### config.mk
export PLATFORM = sky130hd
export DESIGN_NAME = puf_challenge_sequencer
export DESIGN_NICKNAME = d
export VERILOG_FILES = /design/src/rtl/puf_seq_pkg.sv /design/src/rtl/puf_challenge_sequencer_fifo.sv /design/src/rtl/puf_challenge_sequencer.sv
export SDC_FILE = /design/constraint.sdc
export NUM_CORES = 1
export LEC_CHECK = 0
export CAP_MARGIN = 30
export CORE_ASPECT_RATIO = 0.6
export CORE_UTILIZATION = 38
export DETAILED_ROUTE_END_ITERATION = 7
export RECOVER_POWER = 25
export REMOVE_ABC_BUFFERS = 1
export SLEW_MARGIN = 20
export SYNTH_ARGS = -nofsm -noshare
export SYNTH_HDL_FRONTEND = slang
export SYNTH_SLANG_ARGS = --single-unit
export TNS_END_PERCENT = 50
### constraint.sdc
create_clock -name clock -period 8.3 [get_ports clock]
set_input_delay 1.245 -clock clock [delete_from_list [all_inputs] [get_ports clock]]
set_output_delay 1.245 -clock clock [all_outputs]
set_load 0.005 [all_outputs]
### src/rtl/puf_seq_pkg.sv
// Shared types and constants for the PUF challenge sequencer.
// Holds the FSM state encoding, record layout and the response majority helper.
package puf_seq_pkg;

  typedef enum logic [2:0] {
    IDLE    = 3'd0,
    ARM     = 3'd1,
    WAIT    = 3'd2,
    CAPTURE = 3'd3,
    PUSH    = 3'd4
  } state_t;

  localparam int REC_W    = 16;
  localparam int FIELD_W  = 8;
  localparam int CHAL_LSB = 8;
  localparam int RESP_LSB = 0;
  localparam logic [31:0] ENABLE_ALL = 32'hFFFF_FFFF;

  // Bitwise 2-of-3 vote across three evaluations of the same challenge.
  function automatic logic [FIELD_W-1:0] maj3(input logic [FIELD_W-1:0] a,
                                               input logic [FIELD_W-1:0] b,
                                               input logic [FIELD_W-1:0] c);
    return (a & b) | (a & c) | (b & c);
  endfunction

endpackage

### src/rtl/puf_challenge_sequencer_fifo.sv
// Synchronous record FIFO (DEPTH x WIDTH) with asynchronous active-high reset.
// Full is evaluated before any same-cycle read, so a write into a full FIFO waits a cycle.
module puf_resp_fifo #(
  parameter int DEPTH = 4,
  parameter int WIDTH = 16
) (
  input  logic             clock,
  input  logic             reset,
  input  logic             i_wr,
  input  logic [WIDTH-1:0] i_data,
  input  logic             i_rd,
  output logic [WIDTH-1:0] o_data,
  output logic             o_full,
  output logic             o_empty
);

  localparam int AW = $clog2(DEPTH);

  logic [WIDTH-1:0] r_mem [DEPTH];
  logic [AW-1:0]    r_wr_ptr;
  logic [AW-1:0]    r_rd_ptr;
  logic [AW:0]      r_count;
  logic             w_wr;
  logic             w_rd;

  assign o_full  = (r_count == (AW+1)'(DEPTH));
  assign o_empty = (r_count == '0);
  assign w_wr    = i_wr & ~o_full;
  assign w_rd    = i_rd & ~o_empty;
  assign o_data  = r_mem[r_rd_ptr];

  // Storage, pointers and occupancy; memory is cleared so the head reads zero after reset.
  always_ff @(posedge clock or posedge reset) begin
    if (reset) begin
      for (int i = 0; i < DEPTH; i++) r_mem[i] <= '0;
      r_wr_ptr <= '0;
      r_rd_ptr <= '0;
      r_count  <= '0;
    end else begin
      if (w_wr) begin
        r_mem[r_wr_ptr] <= i_data;
        r_wr_ptr        <= r_wr_ptr + AW'(1);
      end
      if (w_rd) r_rd_ptr <= r_rd_ptr + AW'(1);
      case ({w_wr, w_rd})
        2'b10:   r_count <= r_count + (AW+1)'(1);
        2'b01:   r_count <= r_count - (AW+1)'(1);
        default: r_count <= r_count;
      endcase
    end
  end

endmodule

### src/rtl/puf_challenge_sequencer.sv
// Sequencer that arms the PUF per challenge, captures responses and streams {challenge,response}.
// Optional macro PUF_RESP_VOTE_EN: three evaluations per challenge with bitwise majority.
module puf_challenge_sequencer
  import puf_seq_pkg::*;
#(
  parameter int TIMEOUT_CYCLES = 50_000_000,
  parameter int TO_W           = 26,
  parameter int ARM_CYCLES     = 2,
  parameter int FIFO_DEPTH     = 4
) (
  input  logic        clock,
  input  logic        reset,
  input  logic        start,
  input  logic [7:0]  base_challenge,
  input  logic [7:0]  num_challenges,
  output logic        busy,
  output logic        seq_done,
  output logic        timeout_err,
  output logic [31:0] puf_enable,
  output logic [7:0]  puf_challenge,
  output logic        puf_reset,
  input  logic        puf_done,
  input  logic [7:0]  puf_response,
  output logic        out_valid,
  input  logic        out_ready,
  output logic [15:0] out_data
);

  state_t            r_state, w_state_n;
  logic [7:0]        r_chal;
  logic [8:0]        r_remaining;
  logic [7:0]        r_arm_cnt;
  logic [TO_W-1:0]   r_to_cnt;
  logic              r_done_d;
  logic [7:0]        r_resp;
  logic              r_busy, r_seq_done, r_timeout_err, r_puf_reset;
  logic [31:0]       r_enable;
  logic              w_done_rise, w_to_hit, w_arm_last, w_last, w_push, w_timeout;
  logic              w_fifo_full, w_fifo_empty, w_eval_last;
  logic [7:0]        w_resp_final;

  assign w_done_rise = puf_done & ~r_done_d;
  assign w_to_hit    = (r_to_cnt == TO_W'(TIMEOUT_CYCLES - 1));
  assign w_arm_last  = (r_arm_cnt == 8'(ARM_CYCLES - 1));
  assign w_last      = (r_remaining == 9'd1);
  assign w_push      = (r_state == PUSH) & ~w_fifo_full;

`ifdef PUF_RESP_VOTE_EN
  logic [1:0] r_pass;
  logic [7:0] r_vote0, r_vote1;

  assign w_eval_last  = (r_pass == 2'd2);
  assign w_resp_final = maj3(r_vote0, r_vote1, puf_response);

  // Pass counter and the first two votes of the current challenge.
  always_ff @(posedge clock or posedge reset) begin
    if (reset) begin
      r_pass  <= 2'd0;
      r_vote0 <= 8'd0;
      r_vote1 <= 8'd0;
    end else if (r_state == IDLE) begin
      r_pass <= 2'd0;
    end else if (r_state == WAIT && w_done_rise) begin
      if (r_pass == 2'd0) r_vote0 <= puf_response;
      if (r_pass == 2'd1) r_vote1 <= puf_response;
      r_pass <= w_eval_last ? 2'd0 : r_pass + 2'd1;
    end
  end
`else
  assign w_eval_last  = 1'b1;
  assign w_resp_final = puf_response;
`endif

  // State register.
  always_ff @(posedge clock or posedge reset) begin
    if (reset) r_state <= IDLE;
    else       r_state <= w_state_n;
  end

  // Next-state logic; a done edge wins over a timeout in the same cycle.
  always_comb begin
    w_state_n = r_state;
    w_timeout = 1'b0;
    case (r_state)
      IDLE:    w_state_n = start ? ARM : IDLE;
      ARM:     w_state_n = w_arm_last ? WAIT : ARM;
      WAIT: begin
        if (w_done_rise) begin
          w_state_n = w_eval_last ? CAPTURE : ARM;
        end else if (w_to_hit) begin
          w_state_n = IDLE;
          w_timeout = 1'b1;
        end else begin
          w_state_n = WAIT;
        end
      end
      CAPTURE: w_state_n = PUSH;
      PUSH: begin
        if (w_push) w_state_n = w_last ? IDLE : ARM;
        else        w_state_n = PUSH;
      end
      default: w_state_n = IDLE;
    endcase
  end

  // Run bookkeeping, counters and registered outputs derived from the next state.
  always_ff @(posedge clock or posedge reset) begin
    if (reset) begin
      r_chal        <= 8'd0;
      r_remaining   <= 9'd0;
      r_arm_cnt     <= 8'd0;
      r_to_cnt      <= '0;
      r_done_d      <= 1'b0;
      r_resp        <= 8'd0;
      r_busy        <= 1'b0;
      r_seq_done    <= 1'b0;
      r_timeout_err <= 1'b0;
      r_enable      <= 32'd0;
      r_puf_reset   <= 1'b1;
    end else begin
      r_done_d  <= puf_done;
      r_arm_cnt <= (r_state == ARM)  ? r_arm_cnt + 8'd1 : 8'd0;
      r_to_cnt  <= (r_state == WAIT) ? r_to_cnt + TO_W'(1) : '0;
      if (r_state == IDLE && start) begin
        r_chal        <= base_challenge;
        r_remaining   <= (num_challenges == 8'd0) ? 9'd256 : {1'b0, num_challenges};
        r_timeout_err <= 1'b0;
      end else if (w_timeout) begin
        r_timeout_err <= 1'b1;
      end
      if (r_state == WAIT && w_done_rise && w_eval_last) r_resp <= w_resp_final;
      if (w_push) begin
        r_remaining <= r_remaining - 9'd1;
        if (!w_last) r_chal <= r_chal + 8'd1;
      end
      r_seq_done  <= w_push & w_last;
      r_busy      <= (w_state_n != IDLE);
      r_enable    <= (w_state_n == ARM || w_state_n == WAIT) ? ENABLE_ALL : 32'd0;
      r_puf_reset <= (w_state_n != WAIT);
    end
  end

  puf_resp_fifo #(
    .DEPTH (FIFO_DEPTH),
    .WIDTH (REC_W)
  ) u_fifo (
    .clock   (clock),
    .reset   (reset),
    .i_wr    (w_push),
    .i_data  ({r_chal, r_resp}),
    .i_rd    (out_ready),
    .o_data  (out_data),
    .o_full  (w_fifo_full),
    .o_empty (w_fifo_empty)
  );

  assign busy          = r_busy;
  assign seq_done      = r_seq_done;
  assign timeout_err   = r_timeout_err;
  assign puf_enable    = r_enable;
  assign puf_challenge = r_chal;
  assign puf_reset     = r_puf_reset;
  assign out_valid     = ~w_fifo_empty;

endmodule

Word level (Yosys, flattened, before mapping) --
Index checks and enable logic that the tools add are counted.
Word-level totals: bits in registers 170, input bits 29, word-level logic and storage cells 92
Cells by class: add/subtract/negate cells 8, $lt $le $gt $ge 3, equal/unequal tests 13, mux-type cells 28, bitwise gates (word level) 10, reduce and logical (&&, ||, !) cells 11
Operators by type and width (count):
- $bwmux 64 | 1
- $mux 16 | 3
- $bmux 16 s2 | 1
- $demux 16 s2 | 1
- $mux 32 | 1
- $mux 8 | 4
- $mux 9 | 3
- $add 26x1->26 const B | 1
- $eq 26x26->1 const B | 1
- $mux 26 | 1
- $add 8x1->8 const B | 2
- $pmux 3 s5 | 1
- $eq 3x2->1 const B | 3
- $eq 9x1->1 const B | 1
- $sub 9x1->9 const B | 1
- $eq 8x1->1 const B | 1
- $logic_not 8->1 | 1
- $mux 1 | 7
- $eq 3x1->1 const B | 2
- $eq 3x3->1 const B | 2
- $ge 3x3->1 const B | 2
- $logic_not 3->1 | 2
- $mux 2 | 3
- $not 2->3 | 2
- other kinds (15) | 26

Logic depth before layout (Yosys ltp) --
depth after elaboration 8, depth in mapped cells 9, mapped depth without buffers 9

Modules after synthesis --
Synthesis repeated with hierarchy kept, for this count alone.
Second synthesis, totals: cells, all modules 554, area, all modules 6894.1 sq um
By module, submodules not included:
- puf_challenge_sequencer | times used 1, cells each 361, area each 3537.1 sq um, sequential area each 1702.9 sq um
- puf_resp_fifo | times used 1, cells each 193, area each 3357.0 sq um, sequential area each 1776.7 sq um

Worst setup path after synthesis --
OpenSTA, ideal clock, no wires.
path type register -> output, from reg u_fifo.r_rd_ptr[0], to out out_data[10], arrival 1.653 ns, slack 5.402 ns, stages on the path, launching flop included 4, cells stage by stage dfrtp_1 > clkbuf_1 > buf_2 > mux4_2
On the way: cells in the longest elaborated chain, start to end 4
Ends and longest elaborated chain:
- start, declared | RTL line puf_challenge_sequencer_fifo.sv:21 | logic [AW-1:0] r_rd_ptr;
- start signal, assigned | RTL line puf_challenge_sequencer_fifo.sv:44 | if (w_rd) r_rd_ptr <= r_rd_ptr + AW'(1);
- $not 2->3 (not written as such) | RTL line puf_challenge_sequencer_fifo.sv:30 | assign o_data = r_mem[r_rd_ptr];
- $bmux 16 s2 | RTL line puf_challenge_sequencer_fifo.sv:30
- $mux 16 (not written as such) (2 in a row) | RTL line puf_challenge_sequencer_fifo.sv:30
- end, declared | RTL line puf_challenge_sequencer.sv:26 | output logic [15:0] out_data
Every way passes these cells. The select of a mux whose other input is x is not followed.

==> impl_metrics.sql <==
INSERT INTO impl_metrics (metric_group, metric, value, unit) VALUES
('run_status', 'outcome', 'finished with violations', ''),
('run_status', 'failed_checks', 'capacitance limit, slew limit', ''),
('finish', 'final_util', '0.477', ''),
('critical_path', 'critical_path.cell_chain', 'dlygate4sd3_1 -> clkinvlp_2 -> clkbuf_1 -> buf_4', ''),
('power_and_ir_drop', 'power.total', '0.00276', 'W'),
('critical_path', 'worst_setup_path_category', 'in2async', ''),
('clock_tree', 'post-cts-setup-buffer-count', '0', ''),
('place', 'io_buffers', '89', ''),
('logic_synthesis', 'synthArstFlopShare', '1.00', ''),
('place', 'place.detailed.hpwl', '10100', 'µm'),
('floorplanning', 'chipWidth', '173', 'µm'),
('floorplanning', 'io-pin-count', '90', ''),
('floorplanning', 'die_area', '0.0181', 'mm²'),
('sta', 'clock.fmax', '200', 'MHz'),
('critical_path', 'reg2reg_depth', '10', ''),
('sta', 'maxSlewHeadroom', '-0.729', ''),
('finish', 'antenna-diode-count', '0', ''),
('routing', 'first_iter_violations', '268', ''),
('power_and_ir_drop', 'power-per-cell-area', '338', 'mW/mm²'),
('power_and_ir_drop', 'comb_power_share', '0.323', ''),
('job', 'timing.max_cap.violations', '1', ''),
('floorplanning', 'starting_density', '0.389', ''),
('power_and_ir_drop', 'share_seq_of_total_power', '0.399', ''),
('sta', 'worstMarginPinSlew', '2.59', 'ns'),
('critical_path', 'r2r_slack', '5.34', 'ns'),
('min_path', 'path_type_of_the_worst_min_delay_path', 'reg2reg', ''),
('global_routing', 'grt_first_pass_wirelength', '24400', 'µm'),
('min_path', 'hp-start', 'u_fifo.r_mem[46]', ''),
('clock_tree', 'clock_insertion_delay_worst_skew', '0.42', 'ns'),
('place', 'dpl_cell_area', '0.00756', 'mm²'),
('clock_tree', 'clock_tree_from_tritoncts', 'done', ''),
('logic_synthesis', 'synth.top_cells.by_area', 'dfrtp_1 (52%), mux2_2 (12%), mux4_2 (5.4%)', ''),
('routing', 'antenna_violating_nets_post_route', '0', ''),
('sta', 'worst_clock_skew', '0.0126', 'ns'),
('sta', 'rsz0062_at_grt', 'no', ''),
('power_and_ir_drop', 'power_report.internal_total', '0.00188', 'W'),
('sta', 'slew_viol_final', '49', ''),
('logic_synthesis', 'synth_top_area_share', '0.518', ''),
('floorplanning', 'fp.dieH', '105', 'µm'),
('global_routing', 'grt_use_total', '0.174', ''),
('clock_tree', 'cts.sinks', '139', ''),
('global_routing', 'grt_overflow_total', '0', ''),
('min_path', 'hold_end', 'u_fifo.r_mem[46]', ''),
('finish', 'fraction_of_layout_instances_using_a_drive_strength_above_1', '0.217', ''),
('sta', 'layout_min_cycle_time', '5.00', 'ns'),
('critical_path', 'critical_path_arrival', '5.44', 'ns'),
('finish', 'finish.instance_area', '0.00816', 'mm²'),
('clock_tree', 'worst_setup_hold_path_clk_slew', '0.06', 'ns'),
('routing', 'drc', '0', ''),
('logic_synthesis', 'total_number_of_yosys_warnings', '0', ''),
('power_and_ir_drop', 'p_leak', '3.51', 'nW'),
('sta', 'setup_total_negative_slack', '0', 'ns'),
('sta', 'report.final.hold_viol_count', '0', ''),
('critical_path', 'critical_path_required', '8.74', 'ns'),
('power_and_ir_drop', 'netSwitchingFraction', '0.317', ''),
('logic_synthesis', 'synth_seq_cells', '139', ''),
('logic_synthesis', 'synth_area', '0.00667', 'mm²'),
('clock_tree', 'clock_tree.root_cell', 'clkbuf_16', ''),
('routing', 'detail_route.wl_per_cell', '16.9', 'µm'),
('power_and_ir_drop', 'vdd_drop_max', '166', 'µV'),
('clock_tree', 'cts-root-to-sink-buffers', '2', ''),
('logic_synthesis', 'yosysSeqAreaShare', '0.522', ''),
('logic_synthesis', 'synth_most_common_cell', 'dfrtp_1', ''),
('critical_path', 'crit_path_max_incr_delay', '1.90', 'ns'),
('logic_synthesis', 'syn_avg_cell_area', '11.9', 'µm²'),
('logic_synthesis', 'postSynthCellCount', '561', ''),
('logic_synthesis', 'flip_flop_cell_with_the_highest_count_after_synthesis', 'dfrtp_1', ''),
('logic_synthesis', 'yosys-top-cells-count', 'dfrtp_1 (138), mux2_2 (69), nor2_1 (56)', ''),
('logic_synthesis', 'ys_types', '51', ''),
('critical_path', 'worst_path_max_delay_cell', 'clkbuf_1', ''),
('clock_tree', 'hold_buffers', '0', '');
-- layout by cell type (no fill, tap or decap), types with 4 or more instances in the layout --
cell type / netlist / final
xor2_1: 18 / 18
mux4_2: 16 / 16
or3_1: 4 / 4
nand2_1: 30 / 30
o21ai_0: 9 / 9
clkdlybuf4s50_1: 0 / 87
nor3_1: 10 / 10
mux2_2: 69 / 69
ha_1: 11 / 11
nor4_1: 7 / 7
and3_1: 7 / 7
nand3_1: 26 / 26
clkinv_4: 0 / 5
nand4_1: 10 / 10
dfrtp_1: 138 / 138
inv_6: 0 / 5
o221a_2: 4 / 4
nand2_2: 4 / 4
a21oi_1: 13 / 13
xnor2_1: 16 / 16
clkbuf_16: 0 / 17
nor2_1: 56 / 56
inv_1: 17 / 17
-- worst max-delay path, delay by kind of cell --
family	cells	cell delay [ns]
buf+inv	4	4.11
-- power groups by stage --
stage	clock, W	sequential (W)	combinational [W]
floorplan	0	0.00106	0.000465
global placement	0	0.00109	0.000873
detailed placement	0	0.00111	0.000894
CTS	0.000783	0.00110	0.000900
global route	0.000818	0.00114	0.000973
finish	0.000767	0.00110	0.000891
-- logic make-up after synthesis --
| family | Yosys count | share of synthesized area |
|---|---|---|
| and+or+nand+nor | 176 | 0.129 |
| DFF | 139 | 0.522 |
| muxes | 86 | 0.172 |
| buffers and inverters | 69 | 0.0578 |
| AOI/OAI and AO/OA | 45 | 0.0503 |
| xor gates and xnor gates | 34 | 0.0447 |
| adders and majority gates | 12 | 0.0237 |
-- stage by stage --
step / hold slack (ns) / setup WS [ns]
floorplan: 0.445 / 3.33
global placement: 0.466 / 5.02
detailed placement: 0.480 / 4.94
CTS: 0.500 / 4.61
global route: 0.522 / 2.46
finish: 0.498 / 3.30
-- worst max path at each step --
stage,startpoint,to,slack (ns),cells past startpoint
floorplan,reset,busy,3.33,1
global placement,reset,r_to_cnt[4],5.02,3
detailed placement,reset,r_to_cnt[6],4.94,3
CTS,u_fifo.r_rd_ptr[0],out_data[9],4.61,3
global route,reset,r_arm_cnt[2],2.46,4
finish,reset,r_arm_cnt[1],3.30,4
-- layer usage --
layer  share of wire  global-route usage  vias to the layer above
met3           0.046              0.0386                       13
met5               0                   0                        -
met4           0.010              0.0575                        0
li1                -                   -                     2085
met2            0.44               0.245                      137
met1            0.50               0.264                     2247
-- state kept, by name (all words and copies together) (netlist names), 3 cells and up --
register	count
u_fifo.r_count	3
puf_challenge	8
r_resp	8
u_fifo.r_mem	64
r_to_cnt	26
r_arm_cnt	8
r_state	3
r_remaining	9
-- cell type report --
class	count	area, µm²
repair buffers	95	922
clock buffers	18	439
multi-input cells	353	2800
well taps	234	293
flip-flops and latches	139	3480
clock inverters	14	160
fillers	1511	8970
inverters	18	68.8
(Power assumes the default switching activity.)
==> RTL edit 1: new RTL, config.mk and constraints unchanged <==
The option `PUF_RESP_VOTE_EN` is turned on by a define.
--- a/src/rtl/puf_challenge_sequencer.sv
+++ b/src/rtl/puf_challenge_sequencer.sv
@@ -2,2 +2,4 @@
 // Optional macro PUF_RESP_VOTE_EN: three evaluations per challenge with bitwise majority.
+`define PUF_RESP_VOTE_EN
+
 module puf_challenge_sequencer
Check against the original RTL: not equivalent (Yosys sat finds a counterexample within 10 cycles, from zero or initial values and one cycle with reset high).
==> RTL edit 1 against the unedited design <==
The flow still finishes with violations (capacitance limit, slew limit); sequential cell count increased by 18; cell area up 9.3%; worst setup slack gained 320 ps; die area increased by 12%; clock power rose by 2%; synthesized cell count is 12% higher; wire length rose by 12%; clock skew shrank 4.3 ps; total power shrank 2.2%; synthesized area rose by 12%.
==> RTL edit 1: results (changes against the unedited design) <==
[run_status]
status = complete, but fails checks
violations = capacitance limit, slew limit

[setup_path]
slowest_delay_ps = 2250  ; +350 ps
reg2reg_depth = 9  ; -1
critPathSlowestCell = clkinvlp_2
cp_max_fo = 91  ; +44%
ff2ff_setup_slack_ps = 4250  ; -1090 ps
r2r-start = r_state[0]
crit_end = u_fifo.r_mem[40]
crit_arrival_ps = 5130  ; -310 ps

[global_routing]
antenna_found_initial = 0  ; unchanged
met3_usage = 0.0475  ; +0.00892
use_met2 = 0.249  ; +0.00455
grt_pass1_wl_mm = 27.4  ; +12%
grt_max_degree = 92  ; +18%
grt_usage = 0.175  ; +0.000585
met1_usage = 0.261  ; -0.00272

[routing]
met3WireLength_um = 996  ; +46%
route.vias.total = 5030  ; +12%
wirelength_mm = 16.4  ; +12%
first_iter_violations = 470  ; +75%
met1_length_mm = 8.22  ; +11%
met2_length_mm = 7.11  ; +9.7%

[place]
placed_area_mm2 = 0.00835  ; +10%
dpl.hpwl_mm = 11.2  ; +11%
gp_congestion = 0.806  ; -0.19%

[yosys]
synthTopCellsByCount = dfrtp_1, nor2_1, mux2_2, nand2_1, buf_4
synth_compound_area_frac = 0.0637  ; +0.0134
ys_seq_area_frac = 0.528  ; +0.00566
synth_area_leaders = dfrtp_1, mux2_2, mux4_2
synth-xor-area-share = 0.0353  ; -0.00940
synth.distinct_cells = 59  ; +16%
muxShareOfSynthArea = 0.168  ; -0.00464
yosys.area_share.adder = 0.0212  ; -0.00248

[timing]
tightest_slew_ps = 4080  ; +1480 ps
hold_slack_ps = 491  ; -7.85 ps
slew_viol_final = 114  ; +130%
fin_skew_ps = 8.38  ; -4.26 ps

[finish]
num-fill-cells = 1755  ; +16%
fin_nets = 726  ; +9.2%
drive_above_1_share = 0.172  ; -0.0447

[min_path]
hold_path_depth = 1  ; -1
hold_path.startpoint = u_fifo.r_mem[51]
hold_path_end = u_fifo.r_mem[51]

[run]
cap_viol_max_count = 2  ; +1

[pwr]
sw_frac_of_total = 0.321  ; +0.00395
p_leak_uw = 0.00396  ; +13%
p_seq_frac = 0.410  ; +0.011
peakVddDrop_mv = 0.161  ; -2.6%
clk-power_uw = 782  ; +2%

-- RTL edit 1: metrics by stage --
step	worst slack, ps	util	instances	total power (µW)
6_report	3610	0.466	964	2700
5_1_grt	2850	0.466	964	2860
4_1_cts	4550	0.467	964	2730
3_5_place_dp	5000	0.437	932	1930
3_3_place_gp	5040	0.437	932	1900
2_1_floorplan	2820	-	575	1490
-- RTL edit 1: cells by family after synthesis --
| group | Yosys count |
|---|---|
| adder cells (fa/ha/maj) | 12 |
| flip-flops | 157 |
| multiplexers | 95 |
| AND/OR/NAND/NOR | 195 |
| AO/OA/AOI/OAI | 72 |
| buffers and inverters | 67 |
| XOR/XNOR | 30 |
-- RTL edit 1: area by class of cell --
cell class / count / area (µm²) / area share
Clock buffer: 18 / 429 / 0.0481
Clock inverter: 14 / 158 / 0.0177
Inverter: 14 / 53.8 / 0.00603
Multi-Input combinational cell: 404 / 3110 / 0.349
Sequential cell: 157 / 3930 / 0.441
Tap cell: 266 / 333 / 0.0373
Timing Repair Buffer: 91 / 906 / 0.102
==> RTL edit 2: new RTL, same flow settings <==
Without the edit above. The 5 states of `state_t` get a Gray code encoding in 3 bits.
--- a/src/rtl/puf_seq_pkg.sv
+++ b/src/rtl/puf_seq_pkg.sv
@@ -5,7 +5,7 @@
   typedef enum logic [2:0] {
-    IDLE    = 3'd0,
-    ARM     = 3'd1,
-    WAIT    = 3'd2,
-    CAPTURE = 3'd3,
-    PUSH    = 3'd4
+    IDLE    = 3'b000,
+    ARM     = 3'b001,
+    WAIT    = 3'b011,
+    CAPTURE = 3'b010,
+    PUSH    = 3'b110
   } state_t;
Check against the original RTL: same outputs for any inputs over 10 cycles, from zero or initial values and one cycle with reset high; not proved beyond that.
==> RTL edit 2 against the unedited design <==
The flow finishes with violations (DRC, capacitance limit, slew limit); sequential cell count unchanged; final cell count increased by 0.69%; wire length increased by 2.8%; die area increased by 7.3%; clock power decreased by 9.4%; total power increased by 0.33%; cell area increased by 4.1%; synthesized area increased by 7.5%; worst setup slack improved by 920 ps; largest cell class unchanged; largest power group unchanged.
==> RTL edit 2: results (changes against the unedited design) <==
[run_status]
status = complete, but fails checks
violations = DRC, capacitance limit, slew limit

[place]
dp_cells = 842  ; +0.60%
place_ws_ps = 5050  ; +104 ps
placed_area_mm2 = 0.00793  ; +4.8%
dpl.hpwl_mm = 9.99  ; -1.1%
gp_congestion = 0.824  ; +2.1%

[pwr]
peakVddDrop_mv = 0.193  ; +17%
p_leak_uw = 0.00374  ; +6.4%
sw_frac_of_total = 0.327  ; +0.00973

[finish]
area_growth_syn_to_layout_pct = 18.7
multi_input_area_mm2 = 0.00318  ; +13%
nNonClkBuffers = 94  ; -1.1%
n_clock_buffer = 17  ; -1
num-fill-cells = 1651  ; +9.3%
clock_cell_area_share = 0.0637  ; -0.00968

[min_path]
hold_path.startpoint = u_fifo.r_count[2]

[setup_path]
slowest_delay_ps = 1120  ; -780 ps
crit_family = simple AND/OR/NAND/NOR gates
critPathSlowestCell = and3_1

[timing]
slew_headroom = -0.873  ; -0.144
slew_viol_final = 66  ; +35%
fin_skew_ps = 13.1  ; +0.515 ps

[global_routing]
first_global_vias = 4862  ; +7.9%
grt_max_degree = 76  ; -2.6%
met3_usage = 0.0327  ; -0.00587

[routing]
drcViolationCount = 8  ; +8
first_iter_violations = 213  ; -21%
met1_length_mm = 7.67  ; +3.7%

[die]
coreArea_mm2 = 0.0183  ; +6.6%

[run]
cap_viol_max_count = 1  ; unchanged

[yosys]
synthCells = 569  ; +1.4%

==> RTL edit 2: changes by cell type in the layout (fill, tap and decap cells not counted), moves of 8 or more <==
cell	delta
mux2_4	+40
mux2_2	-37
nor2_1	-14
nand3_1	-8
==> RTL edit 2: logic make-up after synthesis <==
group,Yosys count,synth area share
AOI/OAI and AO/OA,61,0.0575
muxes,90,0.187
xor gates and xnor gates,23,0.0281
buffers and inverters,71,0.0697
adders and majority gates,12,0.0220
DFF,139,0.486
and+or+nand+nor,173,0.150
==> RTL edit 2: worst paths after layout <==
| check | to | slack (ps) | cells after the start |
|---|---|---|---|
| max | u_fifo.r_count[1] | 4210 | 7 |
| min | u_fifo.r_count[2] | 500 | 1 |
| max reg2reg | u_fifo.r_count[1] | 4210 | 7 |
| min reg2reg | u_fifo.r_count[2] | 500 | 1 |
| max in group asynchronous | puf_reset | 4540 | 4 |
| min in group asynchronous | r_resp[3] | 2090 | 2 |
